File: src/rtl/div_seq_pkg.sv
// Shared types and constants for the div_seq sequential divider.
// Signed operation is enabled by defining DIV_SEQ_SIGNED_EN.
package div_seq_pkg;

    typedef enum logic [2:0] {
        S_IDLE = 3'd0,
        S_PREP = 3'd1,
        S_ITER = 3'd2,
        S_FIX  = 3'd3,
        S_DONE = 3'd4
    } state_t;

    localparam int DEFAULT_WIDTH = 32;

    // The iteration counter has to reach WIDTH-1.
    function automatic int cnt_width(input int w);
        return (w > 2) ? $clog2(w) : 1;
    endfunction

endpackage

File: src/rtl/div_seq_step.sv
// One radix-2 restoring division step: trial subtract of the divisor from
// the shifted partial remainder, keep the difference when it does not underflow.
module div_seq_step
    import div_seq_pkg::*;
#(
    parameter int WIDTH = DEFAULT_WIDTH
) (
    input  logic [WIDTH:0]   part_i,
    input  logic [WIDTH-1:0] divisor_i,
    output logic [WIDTH-1:0] rem_o,
    output logic             qbit_o
);

    // Quotient bit and restored or reduced remainder.
    always_comb begin
        qbit_o = (part_i >= {1'b0, divisor_i});
        if (qbit_o) begin
            rem_o = part_i[WIDTH-1:0] - divisor_i;
        end else begin
            rem_o = part_i[WIDTH-1:0];
        end
    end

endmodule

File: src/rtl/div_seq.sv
// Fixed-latency sequential divider: one restoring step per cycle.
// Define DIV_SEQ_SIGNED_EN to honour signed_op; otherwise all operations are unsigned.
module div_seq
    import div_seq_pkg::*;
#(
    parameter int WIDTH = DEFAULT_WIDTH
) (
    input  logic             clk,
    input  logic             reset,
    input  logic             start,
    input  logic             signed_op,
    input  logic [WIDTH-1:0] dividend,
    input  logic [WIDTH-1:0] divisor,
    output logic             busy,
    output logic             done,
    output logic [WIDTH-1:0] quotient,
    output logic [WIDTH-1:0] remainder,
    output logic             dbz,
    output logic             ovf
);

    localparam int               CW       = cnt_width(WIDTH);
    localparam logic [CW-1:0]    CNT_LAST = CW'(WIDTH - 1);
    localparam logic [WIDTH-1:0] ALL_ONES = {WIDTH{1'b1}};
    localparam logic [WIDTH-1:0] MIN_NEG  = {1'b1, {(WIDTH-1){1'b0}}};

    function automatic logic [WIDTH-1:0] neg_if(input logic n, input logic [WIDTH-1:0] v);
        return n ? (~v + {{(WIDTH-1){1'b0}}, 1'b1}) : v;
    endfunction

    state_t           state_q, state_d;
    logic             busy_q, busy_d, done_q, done_d;
    logic [CW-1:0]    cnt_q;
    logic [WIDTH-1:0] dvd_raw_q, dvs_raw_q;
    logic [WIDTH-1:0] acc_q, rem_q, dvs_q;
    logic             neg_quo_q, neg_rem_q, dbz_flag_q, ovf_flag_q;
    logic [WIDTH-1:0] quotient_q, remainder_q;
    logic             dbz_q, ovf_q;
    logic             dvd_neg_s, dvs_neg_s, ovf_s;
    logic [WIDTH-1:0] rem_nxt_s, fix_quo_s, fix_rem_s;
    logic             qbit_s;

`ifdef DIV_SEQ_SIGNED_EN
    logic op_signed_q;

    // Remember the operation mode at accept.
    always_ff @(posedge clk or negedge reset) begin
        if (!reset) begin
            op_signed_q <= 1'b0;
        end else if (state_q == S_IDLE && start) begin
            op_signed_q <= signed_op;
        end
    end

    assign dvd_neg_s = op_signed_q & dvd_raw_q[WIDTH-1];
    assign dvs_neg_s = op_signed_q & dvs_raw_q[WIDTH-1];
    assign ovf_s     = op_signed_q & (dvd_raw_q == MIN_NEG) & (dvs_raw_q == ALL_ONES);
`else
    assign dvd_neg_s = signed_op & 1'b0;
    assign dvs_neg_s = 1'b0;
    assign ovf_s     = 1'b0;
`endif

    div_seq_step #(.WIDTH(WIDTH)) u_step (
        .part_i    ({rem_q, acc_q[WIDTH-1]}),
        .divisor_i (dvs_q),
        .rem_o     (rem_nxt_s),
        .qbit_o    (qbit_s)
    );

    // State register with registered status outputs.
    always_ff @(posedge clk or negedge reset) begin
        if (!reset) begin
            state_q <= S_IDLE;
            busy_q  <= 1'b0;
            done_q  <= 1'b0;
        end else begin
            state_q <= state_d;
            busy_q  <= busy_d;
            done_q  <= done_d;
        end
    end

    // Next-state logic.
    always_comb begin
        state_d = state_q;
        case (state_q)
            S_IDLE: begin
                if (start) begin
                    state_d = S_PREP;
                end else begin
                    state_d = S_IDLE;
                end
            end
            S_PREP: state_d = S_ITER;
            S_ITER: begin
                if (cnt_q == CNT_LAST) begin
                    state_d = S_FIX;
                end else begin
                    state_d = S_ITER;
                end
            end
            S_FIX:   state_d = S_DONE;
            S_DONE:  state_d = S_IDLE;
            default: state_d = S_IDLE;
        endcase
    end

    // Status outputs decoded from the upcoming state so they can be registered.
    always_comb begin
        busy_d = 1'b1;
        done_d = 1'b0;
        case (state_d)
            S_IDLE:  busy_d = 1'b0;
            S_DONE:  done_d = 1'b1;
            default: begin
                busy_d = 1'b1;
                done_d = 1'b0;
            end
        endcase
    end

    // Sign correction and the divide-by-zero / overflow overrides.
    always_comb begin
        fix_quo_s = neg_if(neg_quo_q, acc_q);
        fix_rem_s = neg_if(neg_rem_q, rem_q);
        if (dbz_flag_q) begin
            fix_quo_s = ALL_ONES;
            fix_rem_s = dvd_raw_q;
        end else if (ovf_flag_q) begin
            fix_quo_s = MIN_NEG;
            fix_rem_s = {WIDTH{1'b0}};
        end else begin
            fix_quo_s = neg_if(neg_quo_q, acc_q);
            fix_rem_s = neg_if(neg_rem_q, rem_q);
        end
    end

    // Datapath: capture, magnitude prep, shift/subtract iterations, result update.
    always_ff @(posedge clk or negedge reset) begin
        if (!reset) begin
            cnt_q       <= {CW{1'b0}};
            dvd_raw_q   <= {WIDTH{1'b0}};
            dvs_raw_q   <= {WIDTH{1'b0}};
            acc_q       <= {WIDTH{1'b0}};
            rem_q       <= {WIDTH{1'b0}};
            dvs_q       <= {WIDTH{1'b0}};
            neg_quo_q   <= 1'b0;
            neg_rem_q   <= 1'b0;
            dbz_flag_q  <= 1'b0;
            ovf_flag_q  <= 1'b0;
            quotient_q  <= {WIDTH{1'b0}};
            remainder_q <= {WIDTH{1'b0}};
            dbz_q       <= 1'b0;
            ovf_q       <= 1'b0;
        end else begin
            case (state_q)
                S_IDLE: begin
                    if (start) begin
                        dvd_raw_q <= dividend;
                        dvs_raw_q <= divisor;
                        dbz_q     <= 1'b0;
                        ovf_q     <= 1'b0;
                    end
                end
                S_PREP: begin
                    acc_q      <= neg_if(dvd_neg_s, dvd_raw_q);
                    dvs_q      <= neg_if(dvs_neg_s, dvs_raw_q);
                    rem_q      <= {WIDTH{1'b0}};
                    cnt_q      <= {CW{1'b0}};
                    neg_quo_q  <= dvd_neg_s ^ dvs_neg_s;
                    neg_rem_q  <= dvd_neg_s;
                    dbz_flag_q <= (dvs_raw_q == {WIDTH{1'b0}});
                    ovf_flag_q <= ovf_s;
                end
                S_ITER: begin
                    acc_q <= {acc_q[WIDTH-2:0], qbit_s};
                    rem_q <= rem_nxt_s;
                    cnt_q <= cnt_q + CW'(1);
                end
                S_FIX: begin
                    quotient_q  <= fix_quo_s;
                    remainder_q <= fix_rem_s;
                    dbz_q       <= dbz_flag_q;
                    ovf_q       <= ovf_flag_q & ~dbz_flag_q;
                end
                default: begin
                end
            endcase
        end
    end

    assign busy      = busy_q;
    assign done      = done_q;
    assign quotient  = quotient_q;
    assign remainder = remainder_q;
    assign dbz       = dbz_q;
    assign ovf       = ovf_q;

endmodule

File: config.mk
export PLATFORM = sky130hd
export DESIGN_NAME = div_seq
export DESIGN_NICKNAME = d
export VERILOG_FILES = /design/src/rtl/div_seq_pkg.sv /design/src/rtl/div_seq_step.sv /design/src/rtl/div_seq.sv
export SDC_FILE = /design/constraint.sdc
export NUM_CORES = 1
export LEC_CHECK = 0
export BUFFER_PORTS_ARGS = -buffer_cell sky130_fd_sc_hd__buf_2
export CORE_ASPECT_RATIO = 1.2
export CORE_UTILIZATION = 58
export DETAILED_ROUTE_END_ITERATION = 8
export GPL_ROUTABILITY_DRIVEN = 0
export PLACE_DENSITY = 0.84
export SLEW_MARGIN = 20
export SYNTH_ARGS = -nofsm -noshare
export SYNTH_HDL_FRONTEND = slang
export SYNTH_SLANG_ARGS = --single-unit
File: constraint.sdc
create_clock -name clk -period 3 [get_ports clk]
set_clock_uncertainty 0.05 [all_clocks]
set_input_delay 0.3 -clock clk [delete_from_list [all_inputs] [get_ports clk]]
set_output_delay 0.3 -clock clk [all_outputs]
set_load 0.02 [all_outputs]
==> results of run 1 <==
==> through the flow <==
step	std cells	worst slack, ns	instance area [sq um]	power (mW)
2_1_floorplan	1102	0.450	11200	10.9
3_3_place_gp	1463	0.225	12200	12.9
3_5_place_dp	1463	0.155	12200	13.3
4_1_cts	1567	0.121	13700	16.5
5_1_grt	1567	0.0174	13700	17.7
6_report	1567	0.144	13700	16.6
==> per-layer routing <==
| metal | vias up | track usage [%] |
|---|---|---|
| li1 | 4255 | - |
| met1 | 4368 | 37.8 |
| met2 | 373 | 46.2 |
| met3 | 83 | 3.17 |
| met4 | 0 | 12.1 |
| met5 | - | 0 |
==> cell type report <==
cell class	instances	area [sq um]	area share, %
tap	256	320	2.34
clock inverter	12	180	1.32
clock buffer	29	628	4.58
multi-input combinational	762	4910	35.8
sequential	236	5910	43.1
timing repair buffer	227	1590	11.6
inverter	45	169	1.23
==> how the worst max path moves through the flow <==
stage	startpoint	endpoint	slack, ns	cells after the start
6_report	rem_q[17]$_DFFE_PN0P_	rem_q[29]$_DFFE_PN0P_	0.14	9
5_1_grt	rem_q[0]$_DFFE_PN0P_	rem_q[29]$_DFFE_PN0P_	0.02	9
4_1_cts	acc_q[31]$_DFFE_PN0P_	rem_q[28]$_DFFE_PN0P_	0.12	11
3_5_place_dp	acc_q[31]$_DFFE_PN0P_	rem_q[28]$_DFFE_PN0P_	0.16	11
3_3_place_gp	rem_q[16]$_DFFE_PN0P_	rem_q[29]$_DFFE_PN0P_	0.23	10
2_1_floorplan	rem_q[12]$_DFFE_PN0P_	rem_q[29]$_DFFE_PN0P_	0.45	9
==> logic make-up (layout without fill, tap and decap cells) <==
kind of cell / Yosys count / in the layout
and+or+nand+nor: 303 / 303
AOI/OAI and AO/OA: 301 / 301
DFF: 236 / 236
buffers and inverters: 104 / 313
muxes: 96 / 96
adders and majority gates: 35 / 35
xor gates and xnor gates: 26 / 26
other: 1 / 1
==> state kept, by name (all words and copies together), names as in the netlist <==
register    cells
acc_q          32
busy            1
cnt_q           5
dbz             1
dbz_flag_q      1
done            1
dvd_raw_q      32
dvs_q          32
dvs_raw_q      32
quotient       32
rem_q          32
remainder      32
state_q         3
==> layout by cell type, fill, tap and decap left out, types with 4 or more instances in the layout <==
cell type and instances:
dlygate4sd3_1 63, ha_1 33, a211oi_1 4, clkbuf_16 23, o31ai_1 6, o21ai_1 33
xor2_1 12, nor2b_1 4, clkinv_2 4, o21bai_1 5, a22oi_1 60, buf_4 27
o21a_1 6, and2_1 4, a21o_1 8, nor4_1 8, nand4_1 11, a21oi_1 38
mux2i_1 32, a22o_1 4, bufinv_16 4, buf_12 4, mux2_2 64, xnor2_1 14
inv_1 45, buf_2 132, nand2b_1 5, nor3_1 5, nor2_1 19, dfrtp_1 235
nand2_1 224, o21ai_0 113
==> repair_timing <==
item | CTS | global route
hold endpoints to repair | 160 | 0
hold buffers | 63 | 0
setup endpoints to repair | 0 | 6
gates resized for setup | 0 | 7
==> power by group through the flow <==
stage	combinational, mW	clock (mW)	sequential [mW]
2_1_floorplan	5.02	0	5.89
3_3_place_gp	7.26	0	5.66
3_5_place_dp	7.53	0	5.74
4_1_cts	7.67	3.09	5.69
5_1_grt	8.62	3.22	5.88
6_report	7.81	3.05	5.71
==> results.json, run 1 <==
{
  "outcome": "complete, no violations",
  "synth-compound-area-share_pct": 16.5,
  "synth-simple-area-share_pct": 11.6,
  "antenna_left": 0,
  "yosys-top-cells-count": "dfrtp_1, nand2_1, o21ai_0, mux2_2, a22oi_1",
  "cpPeakStageDelay_ns": 0.43,
  "die-area_sq_mm": 0.0198,
  "root_buffer": "clkbuf_16",
  "drc_errors": 0,
  "hold_depth": 2,
  "synth-xor-area-share_pct": 2.04,
  "max-slew-margin-rel_pct": 41.1,
  "avgSynthCellArea_sq_um": 10.1,
  "grt_pass1_wl_microns": 44100,
  "wl_met1_microns": 11300,
  "ys_top_cells_by_area": "dfrtp_1, nand2_1, mux2_2",
  "p_switching_mw": 6.92,
  "synth-edff-count": 0,
  "wl_met2_microns": 13100,
  "critPathKind": "flip-flop to flip-flop",
  "startpoint_type": "flip-flop",
  "drt_pass1_iterations": 6,
  "grt_pass1_vias": 8804,
  "critPathTopFamily": "simple AND/OR/NAND/NOR gates",
  "final_nets": 1398,
  "finalCriticalPeriod_ns": 2.86,
  "highest_layer": "met4",
  "max_freq_ghz": 0.350,
  "tns_ns": 0,
  "start_util_pct": 59.2,
  "worstPathCellList": "ha_1, nand4_1, or3_1, a211o_1, a31oi_4, nor3_2, buf_12, a22o_1, or3_1",
  "yosys.area.top_type": "dfrtp_1",
  "netlist_instances": 1102,
  "critPathMostFrequentCell": "or3_1",
  "synth_top_area_share_pct": 52.9,
  "cts_tree": "yes",
  "portBuffers": 133,
  "p_comb_share_pct": 47.1,
  "drv_cap": 0,
  "vias": 9079,
  "vdd_drop_max_mv": 0.569,
  "cts_buffer_depth": 3,
  "tightest_slew_ns": 0.884,
  "synth.most_common_cell": "dfrtp_1",
  "htreeDepth": 1,
  "pwr-share-clk_pct": 18.4,
  "synthMuxAreaShare_pct": 9.33,
  "finalHoldViolCount": 0,
  "ys_ff_latch": 236,
  "core-area_sq_mm": 0.0189,
  "yosys_most_used_dff": "dfrtp_1",
  "synth_adder_area_share_pct": 3.99,
  "n_fill_cell": 1366,
  "synthArstFlopShare_pct": 100,
  "p_leak_nw": 6.46,
  "numClockSinks": 236,
  "ys_seq_area_share_pct": 52.9,
  "area_growth_pct": 22.8,
  "critPathRequiredTime_ns": 3.33,
  "critPathBufInv": 1,
  "grt_overflow_total": 0,
  "reg2regPathDepth": 9,
  "routed_via_density": 5.79,
  "ys_warn_count": 0,
  "fin_hold_ws_ns": 0.0198,
  "final_core_util_pct": 72.7,
  "post_route_cells_drive_above_1_share_pct": 21.7,
  "die_y_microns": 154,
  "switching_share_pct": 41.7,
  "drt_iter0_drc": 844,
  "syn_area_sq_mm": 0.0112,
  "hold_class": "input pin to flip-flop",
  "diodes": 0,
  "antenna_found_initial": 0,
  "routed_wl_microns": 26900,
  "rsz0062_at_grt": "false",
  "hold_end": "dvd_raw_q[13]$_DFFE_PN0P_",
  "post_cts_buffers": 0,
  "p_seq_share_pct": 34.5,
  "ys_types": 56,
  "setup_viol": 0,
  "syn_nets": 1205,
  "r2r-end": "rem_q[29]$_DFFE_PN0P_",
  "die_w_microns": 129,
  "grt_usage_pct": 28.1,
  "wl_met3_microns": 1440,
  "min-delay-start": "dividend[13]",
  "p_int_mw": 9.65,
  "slew_violations": 0,
  "num_rows": 55,
  "crit_fanout": 33,
  "place_hpwl_microns": 18000,
  "boundaryPins": 136,
  "clkTransAtPathRegs_ns": 0.06,
  "clk_latency_ns": 0.51,
  "power.density_mw_per_mm2": 1210,
  "rrSetupSlack_ns": 0.14,
  "grt_start_max_net_pins": 103,
  "routedWlPerCell_microns": 17.1,
  "endpoint_kind": "flip-flop",
  "numCtsBuffers": 23,
  "synth_top_family_by_area": "compound AO/OA/AOI/OAI gates",
  "cp_data_arrival_time_ns": 3.19,
  "period_share_pct": 95.2,
  "r2r-start": "rem_q[17]$_DFFE_PN0P_",
  "crit_slowest_cell": "dfrtp_1"
}
Power figures use the tool's default switching activity.
==> inputs of run 2 (changes only) <==
==> constraint.sdc (replaced) <==
create_clock -name clk -period 3.6 [get_ports clk]
set_clock_uncertainty 0.05 [all_clocks]
set_input_delay 0.36 -clock clk [delete_from_list [all_inputs] [get_ports clk]]
set_output_delay 0.36 -clock clk [all_outputs]
set_load 0.02 [all_outputs]
==> results.json, run 2 (synthesis results as in run 1) <==
{
  "layout_commonest_cell": "dfrtp_1",
  "endpoint_kind": "flip-flop",
  "die-area_sq_mm": 0.0198,
  "drc_errors": 0,
  "cts_resized": 0,
  "slew_violations": 0,
  "diodes": 0,
  "critPathRequiredTime_ns": 3.93,
  "portBuffers": 133,
  "post_cts_buffers": 0,
  "period_share_pct": 84.5,
  "tightest_slew_ns": 0.931,
  "numClockSinks": 236,
  "wl_met2_microns": 11900,
  "grt_usage_pct": 25.9,
  "final_cell_mix": "dfrtp_1, nand2_1, buf_2",
  "routedWlPerCell_microns": 16.7,
  "rsz0062_at_grt": "false",
  "die_y_microns": 154,
  "routed_via_density": 5.77,
  "finalCriticalPeriod_ns": 3.04,
  "numCtsBuffers": 23,
  "cpPeakStageDelay_ns": 0.59,
  "critPathKind": "flip-flop to flip-flop",
  "hold_class": "input pin to flip-flop",
  "drt_pass1_iterations": 5,
  "cts_tree": "yes",
  "wl_met1_microns": 10700,
  "routed_wl_microns": 24700,
  "clkTransAtPathRegs_ns": 0.06,
  "crit_fanout": 33,
  "antenna_found_initial": 0,
  "max-slew-margin-rel_pct": 37.8,
  "cts_buffer_depth": 3,
  "place_ws_ns": 0.588,
  "crit_slowest_cell": "or4_4",
  "start_util_pct": 59.2,
  "grt_start_max_net_pins": 103,
  "worstPathCellList": "ha_1, and2_1, nand3_2, or4_4, o21ai_2, a21o_4, nor3_2, buf_4, a22o_1, or3_1",
  "area_growth_pct": 14.9,
  "post_route_cells_drive_above_1_share_pct": 21.1,
  "wl_met3_microns": 1280,
  "htreeDepth": 1,
  "grt_overflow_total": 0,
  "vdd_drop_max_mv": 0.603,
  "clk_latency_ns": 0.51,
  "setup_viol": 0,
  "highest_layer": "met4",
  "outcome": "complete, no violations",
  "antenna_left": 0,
  "drv_cap": 0,
  "hold_depth": 2,
  "cp_data_arrival_time_ns": 3.37,
  "root_buffer": "clkbuf_16",
  "place_hpwl_microns": 17100,
  "startpoint_type": "flip-flop",
  "tns_ns": 0,
  "finalHoldViolCount": 0,
  "final_nets": 1318,
  "die_w_microns": 129,
  "core-area_sq_mm": 0.0189,
  "vias": 8557,
  "max_freq_ghz": 0.329,
  "grt_pass1_wl_microns": 41000,
  "boundaryPins": 136,
  "grt_pass1_vias": 8329,
  "reg2regPathDepth": 10,
  "setup_ws_ns": 0.559,
  "power.density_mw_per_mm2": 1030,
  "num_rows": 55,
  "p_leak_nw": 6.09,
  "drt_iter0_drc": 682
}
[run 2: changes by cell type in the layout (fill, tap and decap cells not counted), sizes merged]
| cell | delta |
|---|---|
| clkinv | -3 |
| buf | -18 |
| bufinv | -3 |
| clkinvlp | -2 |
| inv | +2 |
| clkbuf | +3 |
| dlygate4sd3 | -62 |
[run 2: cell type report]
type                       instances  area (sq um)
sequential                       236          5910
timing repair buffer             147           808
fill                            1469          6040
multi-input combinational        762          4880
clock inverter                     6          62.6
clock buffer                      32           669
inverter                          45           169
tap                              256           320
[run 2: power breakdown]
part / switching, mW / internal (mW) / leakage [nW]
logic: 3.67 / 2.41 / 2.75
registers: 0.877 / 3.87 / 2.97
clock network: 0.979 / 1.36 / 0.365
[run 2: final timing paths]
| kind | start | endpoint | slack, ns |
|---|---|---|---|
| hold reg to reg | quotient[9]$_DFFE_PN0P_ | quotient[9]$_DFFE_PN0P_ | 0.41 |
| setup / recovery | rem_q[12]$_DFFE_PN0P_ | rem_q[29]$_DFFE_PN0P_ | 0.56 |
| setup reg to reg | rem_q[12]$_DFFE_PN0P_ | rem_q[29]$_DFFE_PN0P_ | 0.56 |
| hold / removal | dividend[7] | dvd_raw_q[7]$_DFFE_PN0P_ | 0.03 |
| min in group asynchronous | reset | quotient[25]$_DFFE_PN0P_ | 0.42 |
| max in group asynchronous | reset | remainder[10]$_DFFE_PN0P_ | 2.24 |
[run 2: per-layer routing]
layer  GRT usage, %  vias to the layer above
met5              0                        -
met4           10.3                        0
met3           3.27                       67
met2           42.7                      304
met1           34.7                     4092
li1               -                     4094
[run 2: stage by stage]
stage	cells	hold WS, ns	instance area, sq um	utilization [%]	total power [mW]
after floorplan	1102	0.0144	11200	-	9.09
after global placement	1445	0.397	12100	64.1	10.5
after detailed placement	1445	0.396	12100	64.1	10.7
after CTS	1484	0.00753	12800	68.0	13.2
after global routing	1484	0.0150	12800	68.0	14.1
final	1484	0.0261	12800	68.0	13.2
[run 2: critical path: cells and delay by family, from the launching register on]
family,cells,cell delay [ns]
AOI/OAI and AO/OA,3,0.49
buffers and inverters,1,0.24
and+or+nand+nor,5,1.27
DFF,1,0.43
adders and majority gates,1,0.42
[run 2: what timing repair did]
action | in CTS | in global routing
endpoints found under the hold margin | 100 | 0
endpoints found under the setup margin | 0 | 0
hold buffers | 1 | 0
